`config.mk`:
```
export PLATFORM = sky130hd
export DESIGN_NAME = ppu_nmi_generator
export DESIGN_NICKNAME = d
export VERILOG_FILES = /design/src/rtl/ppu_nmi_generator.sv
export SDC_FILE = /design/constraint.sdc
export NUM_CORES = 1
export LEC_CHECK = 0
export CAP_MARGIN = 20
export CORE_UTILIZATION = 27
export CTS_CLUSTER_SIZE = 10
export DETAILED_ROUTE_END_ITERATION = 10
export MAX_ROUTING_LAYER = met4
export PLACE_DENSITY = 0.6
export SLEW_MARGIN = 20
export SYNTH_ARGS = -nofsm -noshare
export SYNTH_HDL_FRONTEND = slang
export SYNTH_SLANG_ARGS = --single-unit
```
`constraint.sdc`:
```
create_clock -name clk -period 1.6 [get_ports clk]
set_input_delay 0.32 -clock clk [delete_from_list [all_inputs] [get_ports clk]]
set_output_delay 0.32 -clock clk [all_outputs]
set_load 0.1 [all_outputs]
```
`src/rtl/ppu_nmi_generator.sv`:
```
`default_nettype none
// ============================================================================
// Module   : ppu_nmi_generator
// Purpose  : Source end of the vblank NMI path. Runs the PPU dot/scanline
//            counters, owns the PPUSTATUS flags (vblank, sprite-0 hit,
//            sprite overflow) and PPUCTRL.NMI_EN, serves CPU reads of $2002,
//            and emits a one-clk NMI request on ppu_status_nmi[7].
// Revision : 1.0 - initial release
// ----------------------------------------------------------------------------
// Ports
//   clk            in   1   system clock
//   rst            in   1   asynchronous, active-low reset
//   dot_ce         in   1   PPU dot clock enable; counters advance when high
//   cpu_addr       in  16   CPU bus address ($2000-$3FFF, mirrored every 8)
//   cpu_data_in    in   8   CPU write data (only bit 7 of $2000 is used)
//   cpu_write_en   in   1   CPU write strobe, one clk
//   cpu_read_en    in   1   CPU read strobe, one clk
//   spr0_hit_in    in   1   renderer sprite-0 hit event (sticky-set)
//   spr_ovf_in     in   1   renderer sprite overflow event (sticky-set)
//   rendering_en   in   1   PPUMASK bg|spr enabled (odd-frame skip only)
//   reg_data_out   out  8   $2002 read data {vblank, spr0, ovf, 5'b0}
//   ppu_status_nmi out  8   bit 7 = one-clk NMI request pulse, bits 6:0 = 0
//   w_toggle_clr   out  1   one-clk pulse on a $2002 read
//   dot            out  9   current dot, 0..DOTS_PER_LINE-1
//   scanline       out  9   current scanline, 0..LINES_PER_FRAME-1
//   frame_odd      out  1   toggles on every frame wrap
// ----------------------------------------------------------------------------
// Build option
//   ODD_FRAME_SKIP_EN : when defined, an odd frame with rendering enabled
//                       skips the last dot of the pre-render line.
// ============================================================================
module ppu_nmi_generator #(
  parameter int DOTS_PER_LINE   = 341,
  parameter int LINES_PER_FRAME = 262,
  parameter int VBLANK_LINE     = 241,
  parameter int PRERENDER_LINE  = 261
) (
  input  logic        clk,
  input  logic        rst,
  input  logic        dot_ce,
  input  logic [15:0] cpu_addr,
  input  logic [7:0]  cpu_data_in,
  input  logic        cpu_write_en,
  input  logic        cpu_read_en,
  input  logic        spr0_hit_in,
  input  logic        spr_ovf_in,
  input  logic        rendering_en,
  output logic [7:0]  reg_data_out,
  output logic [7:0]  ppu_status_nmi,
  output logic        w_toggle_clr,
  output logic [8:0]  dot,
  output logic [8:0]  scanline,
  output logic        frame_odd
);

  // --------------------------------------------------------------------------
  // Counter landmarks
  // --------------------------------------------------------------------------
  localparam logic [8:0] c_dot_last  = 9'(DOTS_PER_LINE - 1);
  localparam logic [8:0] c_line_last = 9'(LINES_PER_FRAME - 1);
  localparam logic [8:0] c_vbl_line  = 9'(VBLANK_LINE);
  localparam logic [8:0] c_pre_line  = 9'(PRERENDER_LINE);
  // Flag events happen on dot 1 of their scanline.
  localparam logic [8:0] c_flag_dot  = 9'd1;

  // --------------------------------------------------------------------------
  // State
  // --------------------------------------------------------------------------
  logic [8:0] r_dot;
  logic [8:0] r_line;
  logic       r_frame_odd;
  logic       r_vblank;
  logic       r_spr0;
  logic       r_ovf;
  logic       r_nmi_en;
  logic       r_nmi_req;    // registered vblank & nmi_en (edge reference)
  logic       r_nmi_pulse;

  // --------------------------------------------------------------------------
  // Combinational signals
  // --------------------------------------------------------------------------
  logic       w_reg_sel;
  logic       w_wr_ctrl;
  logic       w_rd_status;
  logic       w_skip;
  logic       w_frame_end;
  logic       w_vbl_set;
  logic       w_pre_clr;
  logic [8:0] w_dot_nxt;
  logic [8:0] w_line_nxt;
  logic       w_odd_nxt;
  logic       w_vblank_nxt;
  logic       w_spr0_nxt;
  logic       w_ovf_nxt;
  logic       w_nmi_en_nxt;
  logic       w_nmi_req_nxt;
  logic       w_unused_ok;

  // --------------------------------------------------------------------------
  // CPU bus decode: $2000-$3FFF, register index in the low three bits
  // --------------------------------------------------------------------------
  assign w_reg_sel   = (cpu_addr[15:13] == 3'b001);
  assign w_wr_ctrl   = w_reg_sel & cpu_write_en & (cpu_addr[2:0] == 3'd0);
  assign w_rd_status = w_reg_sel & cpu_read_en  & (cpu_addr[2:0] == 3'd2);

  // --------------------------------------------------------------------------
  // Odd-frame dot skip
  // --------------------------------------------------------------------------
`ifdef ODD_FRAME_SKIP_EN
  // Jump from (pre-render, last-1) straight to (0,0) on odd rendered frames.
  assign w_skip      = r_frame_odd & rendering_en &
                       (r_line == c_pre_line) &
                       (r_dot  == 9'(DOTS_PER_LINE - 2));
  assign w_unused_ok = ^{cpu_addr[12:3], cpu_data_in[6:0]};
`else
  assign w_skip      = 1'b0;
  assign w_unused_ok = ^{cpu_addr[12:3], cpu_data_in[6:0], rendering_en};
`endif

  assign w_frame_end = w_skip | ((r_dot == c_dot_last) & (r_line == c_line_last));

  // --------------------------------------------------------------------------
  // Dot / scanline / frame parity next state
  // --------------------------------------------------------------------------
  always_comb begin
    w_dot_nxt  = r_dot;
    w_line_nxt = r_line;
    w_odd_nxt  = r_frame_odd;
    if (dot_ce) begin
      if (w_frame_end) begin
        w_dot_nxt  = 9'd0;
        w_line_nxt = 9'd0;
        w_odd_nxt  = ~r_frame_odd;
      end else if (r_dot == c_dot_last) begin
        w_dot_nxt  = 9'd0;
        w_line_nxt = r_line + 9'd1;
      end else begin
        w_dot_nxt  = r_dot + 9'd1;
      end
    end
  end

  // --------------------------------------------------------------------------
  // Status flags next state
  // --------------------------------------------------------------------------
  assign w_vbl_set = dot_ce & (r_line == c_vbl_line) & (r_dot == c_flag_dot);
  assign w_pre_clr = dot_ce & (r_line == c_pre_line) & (r_dot == c_flag_dot);

  // Later assignments take priority: a $2002 read in the vblank-set clk
  // suppresses the set for the whole frame, and the pre-render clear beats
  // everything.
  always_comb begin
    w_vblank_nxt = r_vblank;
    if (w_vbl_set) begin
      w_vblank_nxt = 1'b1;
    end
    if (w_rd_status) begin
      w_vblank_nxt = 1'b0;
    end
    if (w_pre_clr) begin
      w_vblank_nxt = 1'b0;
    end
  end

  // Sprite events are sticky on any clk; the pre-render clear wins.
  always_comb begin
    w_spr0_nxt = r_spr0 | spr0_hit_in;
    w_ovf_nxt  = r_ovf  | spr_ovf_in;
    if (w_pre_clr) begin
      w_spr0_nxt = 1'b0;
      w_ovf_nxt  = 1'b0;
    end
  end

  assign w_nmi_en_nxt  = w_wr_ctrl ? cpu_data_in[7] : r_nmi_en;

  // The request is evaluated on next-state values so the pulse appears in
  // the clk right after the vblank-set (or enabling write) clk. A falling
  // request, e.g. from a $2002 read, can never produce a pulse.
  assign w_nmi_req_nxt = w_vblank_nxt & w_nmi_en_nxt;

  // --------------------------------------------------------------------------
  // Registers
  // --------------------------------------------------------------------------
  always_ff @(posedge clk or negedge rst) begin
    if (!rst) begin
      r_dot       <= 9'd0;
      r_line      <= 9'd0;
      r_frame_odd <= 1'b0;
      r_vblank    <= 1'b0;
      r_spr0      <= 1'b0;
      r_ovf       <= 1'b0;
      r_nmi_en    <= 1'b0;
      r_nmi_req   <= 1'b0;
      r_nmi_pulse <= 1'b0;
    end else begin
      r_dot       <= w_dot_nxt;
      r_line      <= w_line_nxt;
      r_frame_odd <= w_odd_nxt;
      r_vblank    <= w_vblank_nxt;
      r_spr0      <= w_spr0_nxt;
      r_ovf       <= w_ovf_nxt;
      r_nmi_en    <= w_nmi_en_nxt;
      r_nmi_req   <= w_nmi_req_nxt;
      r_nmi_pulse <= w_nmi_req_nxt & ~r_nmi_req;
    end
  end

  // --------------------------------------------------------------------------
  // Outputs
  // --------------------------------------------------------------------------
  assign reg_data_out   = {r_vblank, r_spr0, r_ovf, 5'b00000};
  assign ppu_status_nmi = {r_nmi_pulse, 7'b0000000};
  // Held low while reset is asserted so every output reads 0 in reset.
  assign w_toggle_clr   = w_rd_status & rst;
  assign dot            = r_dot;
  assign scanline       = r_line;
  assign frame_odd      = r_frame_odd;

endmodule
`default_nettype wire

```
==> impl_metrics.env, run 1 <==
export IMPL_synth_ff_type="dfrtp_1"
export IMPL_start_kind="flop"
export IMPL_grt_pass1_wl_um=5730
export IMPL_ys_top_cells_by_area="dfrtp_1, buf_4, ha_1"
export IMPL_ant_nets=0
export IMPL_fin_area_um2=2550
export IMPL_endpoint_kind="flop"
export IMPL_initial_core_util_pct=28.0
export IMPL_synth_top_area_share_pct=43.4
export IMPL_syn_inst=144
export IMPL_hold_viol=0
export IMPL_clkPwrFrac_pct=13.7
export IMPL_dp_hpwl_um=2580
export IMPL_cp_data_arrival_time_ns=1.94
export IMPL_power_density_nw_per_um2=1090
export IMPL_synthArstFlopShare_pct=100
export IMPL_critPathMaxStageDelay_ns=0.49
export IMPL_critical_path_required_ns=1.77
export IMPL_cts_reportedPaths_clkPinSlew_ns=0.09
export IMPL_drt_drc_violations_left=0
export IMPL_core_um2=5140
export IMPL_cts_sinks=25
export IMPL_wl_met1_um=1460
export IMPL_power_frac_comb_pct=56.6
export IMPL_die_area_um2=5630
export IMPL_clk_latency_ns=0.27
export IMPL_violations="setup timing"
export IMPL_rsz0062_at_grt="true"
export IMPL_crit_cells=5
export IMPL_wl_met3_um=175
export IMPL_viasPerCell=4.56
export IMPL_power_uw=2770
export IMPL_tns_ns=-0.436
export IMPL_num_vias=1294
export IMPL_first_global_vias=1297
export IMPL_p_int_uw=1470
export IMPL_min_path_cells=1
export IMPL_cts_root_buffer="clkbuf_8"
export IMPL_path_delay_family="simple AND/OR/NAND/NOR gates"
export IMPL_cts_buffers=3
export IMPL_power_switching_uw=1300
export IMPL_gp_congestion=0.772
export IMPL_port_buffers=37
export IMPL_fillers=486
export IMPL_clock_path_buffers=2
export IMPL_seq_area_um2=666
export IMPL_fin_ws_ns=-0.169
export IMPL_cts_tree="done"
export IMPL_path_cells="inv_4 > ha_4 > or4b_4 > o31a_1 > nor4_2"
export IMPL_synth_edff_count=0
export IMPL_crit_buf_inv=1
export IMPL_min_path_type="reg -> reg"
export IMPL_nets=252
export IMPL_htreeDepth=1
export IMPL_die_x_um=75.1
export IMPL_layout_drive_gt1_share_pct=54.2
export IMPL_slew_violations=0
export IMPL_area_growth_pct=76.9
export IMPL_yosysWarnings=0
export IMPL_p_leak_uw=0.00111
export IMPL_pre_cts_ws_ns=-0.560
export IMPL_ctsHoldBuffers=0
export IMPL_totalWireLength_um=3540
export IMPL_synth_area_um2=1440
export IMPL_route_met2_wl_um=1860
export IMPL_wl_per_cell_um=12.5
export IMPL_diodes=0
export IMPL_maxCapViolCount=0
export IMPL_finalClockSkew_ns=0.00593
export IMPL_antenna_found_initial=0
export IMPL_firstDrtPassIters=4
export IMPL_synthDistinctLibCells=39
export IMPL_p_seq_share_pct=29.7
export IMPL_yosysSeqAreaShare_pct=43.4
export IMPL_yosys_register_bits=25
export IMPL_min_period_ns=1.77
export IMPL_ir_drop_mv=1.21
export IMPL_ios=68
export IMPL_multi_input_area_um2=838
export IMPL_setup_viol=7
export IMPL_path_max_fanout=3
export IMPL_place_area_um2=2360
export IMPL_yosys_area_top_type="dfrtp_1"
export IMPL_highest_layer="met4"
export IMPL_worstRegToRegCells=5
export IMPL_die_height_um=75.1
export IMPL_critical_path_class="reg -> reg"
export IMPL_swShare_pct=46.8
export IMPL_core_rowCount=26
export IMPL_overflow=0
export IMPL_outcome="finished with violations"
export IMPL_grt_start_max_net_pins=26
export IMPL_drt_iter0_drc=52
export IMPL_timing_fmax_ghz=0.565
export IMPL_cpMaxStageDelayCell="dfrtp_4"
export IMPL_avgSynthCellArea_um2=10.0
export IMPL_post_route_period_util_pct=111
export IMPL_grt_use_total_pct=13.6
[path summary, 6_finish.rpt]
path                          endpoint  slack [ns]        start
max in group asynchronous       dot[7]        0.85          rst
hold / removal             r_nmi_pulse        0.44    r_nmi_req
setup / recovery           r_nmi_pulse       -0.17  scanline[1]
min in group asynchronous  scanline[4]        0.46          rst
hold reg to reg            r_nmi_pulse        0.44    r_nmi_req
setup reg to reg           r_nmi_pulse       -0.17  scanline[1]
[metal layers]
layer	track usage [%]	up-vias
met3	3.08	4
met2	24.0	37
met1	15.7	623
met5	-	-
met4	3.35	0
li1	-	630
[power by group through the flow]
stage               registers (uW)  logic [uW]  clock network, uW
floorplan                     1360         453                  0
global placement               832        1500                  0
detailed placement             834        1500                  0
CTS                            819        1550                402
global route                   835        1640                435
finish                         823        1570                380
[cells in the mapped netlist, types with 2 or more instances]
master	count
o21ai_0	10
nor3_1	6
ha_1	5
xnor2_1	5
dfrtp_1	25
nand3b_1	2
xor2_1	3
a21oi_1	4
mux2i_1	2
nand2_1	9
nand4_1	6
nor2_1	10
buf_4	16
inv_1	6
and3_1	5
nand3_1	5
nor4_1	3
[through the flow]
| step | hold WS (ns) | util [%] | cells |
|---|---|---|---|
| 3_5_place_dp | 0.415 | 46.0 | 274 |
| 6_report | 0.436 | 49.6 | 284 |
| 5_1_grt | 0.454 | 49.6 | 284 |
| 3_3_place_gp | 0.411 | 46.0 | 274 |
| 2_1_floorplan | 0.0244 | - | 155 |
| 4_1_cts | 0.443 | 48.1 | 284 |
[placed cells by master (no fill, tap or decap), drive strengths merged, types with 2 or more instances in the layout]
cell | Yosys | layout
a21oi | 4 | 4
clkdlybuf4s50 | 0 | 7
clkbuf | 1 | 3
or3 | 2 | 2
or4b | 2 | 2
dlygate4sd2 | 0 | 2
nand3b | 2 | 2
xnor2 | 5 | 5
o21ai | 10 | 10
nor4 | 5 | 5
inv | 6 | 6
nand3 | 5 | 5
nand4 | 6 | 6
ha | 5 | 5
mux2i | 2 | 2
buf | 17 | 64
conb | 1 | 12
nor2 | 10 | 10
xor2 | 3 | 3
nand2 | 9 | 9
and3 | 5 | 5
nor3 | 6 | 6
dfrtp | 25 | 25
[final cells by class]
cell class,instances,area share [%]
clock buffer,3,1.62
clock inverter,1,0.294
inverter,6,1.18
multi-input combinational,106,32.9
sequential,25,26.1
tap,70,3.43
timing repair buffer,73,34.5
[cell families after synthesis]
| kind of cell | count (synthesis) | synth area share [%] |
|---|---|---|
| and+or+nand+nor | 57 | 25.1 |
| other | 1 | 0.260 |
| AOI/OAI and AO/OA | 21 | 8.94 |
| buffers and inverters | 24 | 10.9 |
| muxes | 3 | 2.17 |
| DFF | 25 | 43.4 |
| xor gates and xnor gates | 8 | 4.86 |
| adders and majority gates | 5 | 4.34 |
[timing repair]
action                                  4_1_cts  5_1_grt
pin swaps                                     9        7
buffers inserted                              6        0
resized for setup                            21       19
endpoints found under the setup margin       13       19
endpoints found under the hold margin         0        0
Power figures use the tool's default switching activity.
==> run 2, diff against run 1 <==
- PLACE_DENSITY: 0.6 -> 0.58
- clock period: 1.6 -> 1.93 ns (I/O delays scaled with it)
==> impl_metrics.env, run 2 (synthesis gave the netlist of run 1 again) <==
export IMPL_outcome="completed"
export IMPL_cts_tree="done"
export IMPL_min_path_type="reg -> reg"
export IMPL_critPathMaxStageDelay_ns=0.55
export IMPL_cts_buffers=3
export IMPL_num_vias=1187
export IMPL_grt_pass1_wl_um=5130
export IMPL_reg2reg_slack_ns=0.14
export IMPL_min_path_cells=1
export IMPL_finalClockSkew_ns=0.00865
export IMPL_initial_core_util_pct=28.0
export IMPL_rsz0062_at_grt="true"
export IMPL_cpMaxStageDelayCell="or4b_4"
export IMPL_start_kind="primary input"
export IMPL_maxCapViolCount=0
export IMPL_overflow=0
export IMPL_grt_start_max_net_pins=26
export IMPL_drt_drc_violations_left=0
export IMPL_first_global_vias=1100
export IMPL_cts_reportedPaths_clkPinSlew_ns=0.10
export IMPL_htreeDepth=1
export IMPL_die_area_um2=5630
export IMPL_totalWireLength_um=3190
export IMPL_drt_iter0_drc=47
export IMPL_post_route_period_util_pct=97.8
export IMPL_cp_data_arrival_time_ns=1.50
export IMPL_power_density_nw_per_um2=967
export IMPL_hold_viol=0
export IMPL_cts_sinks=25
export IMPL_hold_start="r_nmi_req"
export IMPL_die_height_um=75.1
export IMPL_nets=231
export IMPL_finalHoldWorstSlack_ns=0.423
export IMPL_critical_path_required_ns=1.54
export IMPL_r2r_start="dot[7]"
export IMPL_core_rowCount=26
export IMPL_area_growth_pct=51.4
export IMPL_antenna_found_initial=0
export IMPL_timing_fmax_ghz=0.530
export IMPL_final_cells=263
export IMPL_dp_hpwl_um=2490
export IMPL_slew_violations=0
export IMPL_die_x_um=75.1
export IMPL_ant_nets=0
export IMPL_layout_drive_gt1_share_pct=37.8
export IMPL_gp_congestion=0.777
export IMPL_setup_viol=0
export IMPL_cts_root_buffer="clkbuf_8"
export IMPL_firstDrtPassIters=4
export IMPL_clock_path_buffers=2
export IMPL_path_cells="buf_6 > or4b_4 > nor3_4 > and2_4 > buf_12"
export IMPL_path_max_fanout=2
export IMPL_port_buffers=37
export IMPL_min_to="r_nmi_pulse"
export IMPL_final_common_cell="buf_4"
export IMPL_diodes=0
export IMPL_final_cell_mix="buf_4, buf_12, conb_1"
export IMPL_clk_latency_ns=0.28
export IMPL_worstRegToRegCells=6
export IMPL_viasPerCell=4.51
export IMPL_ir_drop_mv=0.680
export IMPL_ios=68
export IMPL_core_um2=5140
export IMPL_grt_use_total_pct=12.4
export IMPL_r2r_end="scanline[2]"
export IMPL_wl_per_cell_um=12.1
export IMPL_endpoint_kind="primary output"
export IMPL_critical_path_class="in -> out"
export IMPL_dp_cells=257
export IMPL_min_period_ns=1.89
export IMPL_p_leak_uw=0.000937
[run 2: report_power, final]
part	switching, uW	internal, uW
sequential	143	618
clock	183	147
combinational	693	326
[run 2: cell type report]
| type | instances | area, um2 |
|---|---|---|
| Timing Repair Buffer | 52 | 647 |
| Clock buffer | 3 | 41.3 |
| Fill cell | 516 | 2960 |
| Tap cell | 70 | 87.6 |
| Clock inverter | 1 | 7.51 |
| Multi-Input combinational cell | 106 | 719 |
| Inverter | 6 | 22.5 |
| Sequential cell | 25 | 657 |
[run 2: worst max-delay path by stage]
stage	cells after the start	slack (ns)	to	startpoint
6_report	5	0.04	w_toggle_clr	cpu_addr[2]
3_3_place_gp	5	-0.36	w_toggle_clr	cpu_addr[15]
3_5_place_dp	5	-0.46	w_toggle_clr	cpu_addr[15]
2_1_floorplan	7	0.02	scanline[7]	dot[0]
5_1_grt	5	-0.02	w_toggle_clr	cpu_addr[2]
4_1_cts	5	0.01	w_toggle_clr	cpu_addr[13]
[run 2: critical path: cells and delay by family]
kind	cells	cell delay, ns
buf+inv	2	0.25
simple gates	3	0.86
[run 2: timing repair]
item	CTS	global route
setup buffers	1	1
hold buffers	0	0
gates resized for setup	13	2
endpoints found under the setup margin	4	8
pin swaps	2	1
[run 2: metrics by stage]
stage	total power, uW	instance area, um2	setup slack (ns)	setup TNS (ns)	utilization, %
6_report	2110	2180	0.0429	0	42.5
3_3_place_gp	1790	2120	-0.358	-1.42	41.3
5_1_grt	2190	2180	-0.0159	-0.0159	42.5
2_1_floorplan	1450	1520	0.0186	0	-
4_1_cts	2120	2170	0.0118	0	42.3
3_5_place_dp	1790	2120	-0.462	-1.85	41.3
[run 2: per-layer routing]
metal	GRT usage (%)	vias to the layer above	wire [um]
met1	15.1	561	1410
li1	-	583	-
met4	5.45	0	52
met2	21.0	39	1550
met5	-	-	0
met3	1.07	4	171
==> run 3, diff against run 2 <==
- CORE_MARGIN: unset -> 4
- SETUP_SLACK_MARGIN: unset -> 0.2
==> impl_metrics.env, run 3 (synthesis gave the netlist of run 1 again) <==
export IMPL_outcome="completed"
export IMPL_cpMaxStageDelayCell="or4b_4"
export IMPL_grt_use_total_pct=11.1
export IMPL_nets=240
export IMPL_final_common_cell="buf_4"
export IMPL_diodes=0
export IMPL_post_route_period_util_pct=98.6
export IMPL_critPathMaxStageDelay_ns=0.55
export IMPL_cts_sinks=25
export IMPL_drt_drc_violations_left=0
export IMPL_cts_reportedPaths_clkPinSlew_ns=0.09
export IMPL_hold_start="r_nmi_req"
export IMPL_setup_viol=0
export IMPL_power_density_nw_per_um2=931
export IMPL_ir_drop_mv=0.506
export IMPL_final_cell_mix="buf_4, buf_12, conb_1"
export IMPL_p_seq_share_pct=35.1
export IMPL_cts_buffers=3
export IMPL_maxCapViolCount=0
export IMPL_power_frac_comb_pct=50.3
export IMPL_power_uw=2200
export IMPL_core_um2=5140
export IMPL_cts_tree="done"
export IMPL_overflow=0
export IMPL_layout_drive_gt1_share_pct=47.0
export IMPL_min_period_ns=1.90
export IMPL_ant_nets=0
export IMPL_clock_path_buffers=2
export IMPL_firstDrtPassIters=4
export IMPL_slew_violations=0
export IMPL_core_rowCount=26
export IMPL_swShare_pct=48.1
export IMPL_path_cells="buf_6 > or4b_4 > nor3_4 > and2_4 > buf_12"
export IMPL_area_growth_pct=63.5
export IMPL_clk_latency_ns=0.27
export IMPL_htreeDepth=1
export IMPL_hold_viol=0
export IMPL_drt_iter0_drc=58
export IMPL_critical_path_required_ns=1.54
export IMPL_initial_core_util_pct=28.0
export IMPL_critical_path_class="in -> out"
export IMPL_die_x_um=81.1
export IMPL_ios=68
export IMPL_viasPerCell=4.48
export IMPL_die_area_um2=6570
export IMPL_num_vias=1219
export IMPL_first_global_vias=1095
export IMPL_wl_per_cell_um=12.9
export IMPL_dp_hpwl_um=2690
export IMPL_endpoint_kind="primary output"
export IMPL_finalClockSkew_ns=0.00553
export IMPL_grt_start_max_net_pins=26
export IMPL_die_height_um=81.1
export IMPL_gp_congestion=0.765
export IMPL_cts_root_buffer="clkbuf_8"
export IMPL_cp_data_arrival_time_ns=1.52
export IMPL_r2r_start="scanline[1]"
export IMPL_antenna_found_initial=0
export IMPL_clkPwrFrac_pct=14.6
export IMPL_crit_buf_inv=2
export IMPL_ctsHoldBuffers=0
export IMPL_p_leak_uw=0.00100
export IMPL_start_kind="primary input"
export IMPL_min_path_type="reg -> reg"
export IMPL_dp_cells=257
export IMPL_power_switching_uw=1050
export IMPL_path_delay_family="simple AND/OR/NAND/NOR gates"
export IMPL_timing_fmax_ghz=0.526
export IMPL_rsz0062_at_grt="true"
export IMPL_timing_critical_path_from="cpu_addr[0]"
export IMPL_p_int_uw=1140
export IMPL_totalWireLength_um=3520
export IMPL_path_max_fanout=2
export IMPL_grt_pass1_wl_um=5450
export IMPL_final_cells=272
export IMPL_port_buffers=37
-- run 3: changes by cell type in the layout (fill, tap and decap cells not counted), sizes merged --
cell / delta
buf: +9
clkbuf: -1
clkdlybuf4s15: +1
-- run 3: repair_timing --
action	CTS	global route
setup buffers	2	8
pin swaps	4	6
setup endpoints to repair	6	11
gates resized for setup	15	9
gates cloned	0	1
-- run 3: per-stage QoR --
step | hold slack (ns) | area, um2 | setup WS, ns | util, % | TNS (ns)
after floorplan | 0.0904 | 1590 | 0.0921 | - | 0
after global placement | 0.408 | 2190 | -0.352 | 42.6 | -1.44
after detailed placement | 0.410 | 2190 | -0.373 | 42.6 | -1.52
after CTS | 0.429 | 2260 | 0.0239 | 44.0 | 0
after global routing | 0.426 | 2360 | 0.00101 | 45.9 | 0
final | 0.421 | 2360 | 0.0271 | 45.9 | 0
-- run 3: final timing paths --
| path | end | slack (ns) | depth (start not counted) |
|---|---|---|---|
| hold / removal | r_nmi_pulse | 0.42 | 1 |
| min in group asynchronous | dot[2] | 0.55 | 2 |
| max in group asynchronous | scanline[1] | 1.09 | 2 |
| setup / recovery | w_toggle_clr | 0.03 | 5 |
| setup reg to reg | r_nmi_pulse | 0.17 | 5 |
| hold reg to reg | r_nmi_pulse | 0.42 | 1 |
-- run 3: final cells by class --
class / instances / area, um2
multi-input combinational: 106 / 792
clock buffer: 3 / 41.3
sequential: 25 / 666
clock inverter: 1 / 7.51
tap: 70 / 87.6
timing repair buffer: 61 / 733
inverter: 6 / 30.0
fill: 519 / 2780
-- run 3: routing by layer --
layer	vias up	GRT usage, %	part of all wire, %
met3	2	2.77	5.1
met1	580	15.2	46
met4	0	2.03	0.65
li1	606	-	-
met2	31	16.7	49
met5	-	-	0
-- run 3: power groups by stage --
stage / logic (uW) / registers, uW / clock network [uW]
6_report: 1100 / 771 / 321
5_1_grt: 1140 / 786 / 356
4_1_cts: 1060 / 780 / 341
3_5_place_dp: 1060 / 792 / 0
3_3_place_gp: 1040 / 790 / 0
2_1_floorplan: 377 / 1120 / 0
==> edit, RTL diff (config.mk and constraints of run 1) <==
Register the outputs `reg_data_out`, `ppu_status_nmi` and `w_toggle_clr`, with the module's reset; this adds one clock of latency there. The other outputs are not delayed to match.
--- a/src/rtl/ppu_nmi_generator.sv
+++ b/src/rtl/ppu_nmi_generator.sv
@@ -209,10 +209,18 @@
   // --------------------------------------------------------------------------
   // Outputs
   // --------------------------------------------------------------------------
-  assign reg_data_out   = {r_vblank, r_spr0, r_ovf, 5'b00000};
-  assign ppu_status_nmi = {r_nmi_pulse, 7'b0000000};
   // Held low while reset is asserted so every output reads 0 in reset.
-  assign w_toggle_clr   = w_rd_status & rst;
+  always_ff @(posedge clk or negedge rst) begin
+    if (!rst) begin
+      reg_data_out   <= '0;
+      ppu_status_nmi <= '0;
+      w_toggle_clr   <= '0;
+    end else begin
+      reg_data_out   <= {r_vblank, r_spr0, r_ovf, 5'b00000};
+      ppu_status_nmi <= {r_nmi_pulse, 7'b0000000};
+      w_toggle_clr   <= w_rd_status & rst;
+    end
+  end
   assign dot            = r_dot;
   assign scanline       = r_line;
   assign frame_odd      = r_frame_odd;
Formal check against the unedited RTL: not equivalent (Yosys sat finds a counterexample within 4 cycles, from zero or initial values and one cycle with rst low).
==> edit against run 1 <==
The flow still finishes with violations (setup timing); sequential cell count increased by 5; largest power group unchanged; design area increased by 2.1%; synthesized cell count is 0.69% lower; cell count fell by 1.8%; power grew 19%; area after synthesis up 3.5%; routed wire length decreased by 4.7%; setup slack better by 32 ps.
==> edit: results (changes against run 1) <==
* Final net count at 245 (was 252)
* Critical path data arrival time at 1920 ps (was 1940 ps)
* Status: complete, but fails checks (unchanged)
* Synth cell types at 32 (was 39)
* Worst-Skew Late Latency at roughly 280 ps
* Yosys warns at 0 (unchanged)
* # fillers at 460 (was 486)
* Kind of cell adding the most delay to the critical path: simple AND/OR/NAND/NOR gates (unchanged)
* Failing checks: setup timing (unchanged)
* Area contributors post-synth: dfrtp_1 (50%), buf_4 (6.0%), xor2_1 (4.7%) (was dfrtp_1 (43%), buf_4 (8.3%), ha_1 (4.3%))
* CP peak stage delay at 470 ps (was 490 ps)
* Worst VDD drop at 0.00172 V (was 0.00121 V)
* Drt total wl at 3380 microns (was 3540 microns)
* Seq/Total Area, Yosys at 0.503 (was 0.434)
* Worst Hold Class: flip-flop to flip-flop (unchanged)
* Ant diodes at 0 (unchanged)
* Post-synth top cells: dfrtp_1 (30), nand2_1 (14), nor2_1 (13) (was dfrtp_1 (25), buf_4 (16), nor2_1 (10), o21ai_0 (10), nand2_1 (9))
* CP Max Fanout at 3 (unchanged)
* LEAKAGE at 1.13 nW (was 1.11 nW)
* I/O Buffers at 37 (unchanged)
* First-pass GRT wire length at 5490 microns (was 5730 microns)
* Crit path max-delay cell type: dfrtp_4 (unchanged)
* CTS Buf Count at 5 (was 3)
* Antenna violations before repair at 0 (unchanged)
* TritonRoute pass-1 iters at 4 (unchanged)
* Total track usage at 0.125 (was 0.136)
* H-tree depth at 2 (was 1)
* Share of layout cells above drive strength 1 at 0.450 (was 0.542)
* Vias/cell at 4.45 (was 4.56)
* Setup TNS at -272 ps (was -436 ps)
* Final HPWL DP at 2600 microns (was 2580 microns)
* Initial DRC count at 94 (was 52)
* Fin util at 0.500 (was 0.496)
* Clk buf depth at 2 (unchanged)
* Setup WS post-layout at -137 ps (was -169 ps)
* Clock Root Buffer: clkbuf_8 (unchanged)
* Asr flop ratio synth at 1.00 (unchanged)
* Endpoints failing setup at 2 (was 7)
* Clock transition at path regs at 60 ps (was 90 ps)
* Pin count of the biggest net entering global routing at 17 (was 26)
* Vias in the first global route at 1,224 (was 1,297)
* Clock Skew at 3.04 ps (was 5.93 ps)
* Final GP Congestion at 0.807 (was 0.772)
[edit: final timing paths]
| path | end | from | cells after the start |
|---|---|---|---|
| max | r_nmi_pulse$_DFF_PN0_ | scanline[1]$_DFFE_PN0P_ | 5 |
| min | ppu_status_nmi[7]$_DFF_PN0_ | r_nmi_pulse$_DFF_PN0_ | 0 |
| max reg2reg | r_nmi_pulse$_DFF_PN0_ | scanline[1]$_DFFE_PN0P_ | 5 |
| min reg2reg | ppu_status_nmi[7]$_DFF_PN0_ | r_nmi_pulse$_DFF_PN0_ | 0 |
| max in group asynchronous | scanline[0]$_DFFE_PN0P_ | rst | 2 |
| min in group asynchronous | scanline[6]$_DFFE_PN0P_ | rst | 2 |
[edit: cell type report]
class / instances / area, sq um / area share
clock buffers: 6 / 82.6 / 0.0317
multi-input cells: 105 / 776 / 0.298
inverters: 5 / 18.8 / 0.00721
repair buffers: 61 / 785 / 0.301
well taps: 70 / 87.6 / 0.0337
clock inverters: 2 / 60.1 / 0.0231
flip-flops and latches: 30 / 793 / 0.305
[edit: repair_timing]
action                                  4_1_cts  5_1_grt
buffers inserted                              0        3
endpoints found under the setup margin        4       15
gates resized for setup                      12       11
pin swaps                                     4        7
[edit: through the flow]
step	total power [W]	cells	instance area, sq um	setup WS (ps)	hold WS, ps
after floorplan	0.00183	154	1610	-201	24.4
after detailed placement	0.00234	268	2360	-532	358
after CTS	0.00329	276	2530	-143	373
after global routing	0.00342	279	2600	-233	388
final	0.00330	279	2600	-137	370
after global placement	0.00234	268	2360	-463	341
[edit: logic make-up after synthesis]
logic type,share of synthesized area
and+or+nand+nor,0.240
DFF,0.503
buffers and inverters,0.0797
AOI/OAI and AO/OA,0.0554
xor gates and xnor gates,0.0705
adders and majority gates,0.0419
other,0.00251
muxes,0.00671
[edit: per-layer routing]
| layer | part of all wire | global-route usage | vias up |
|---|---|---|---|
| met5 | 0 | - | - |
| met4 | 0.011 | 0.0519 | 0 |
| met2 | 0.52 | 0.205 | 40 |
| met1 | 0.42 | 0.144 | 600 |
| met3 | 0.051 | 0.0323 | 4 |
| li1 | - | - | 598 |
[edit: where the power goes]
group / total (W) / internal [W] / switching [W]
sequential: 0.000955 / 0.000878 / 0.0000765
combinational: 0.00140 / 0.000479 / 0.000917
clock: 0.000948 / 0.000664 / 0.000284
total: 0.00330 / 0.00202 / 0.00128
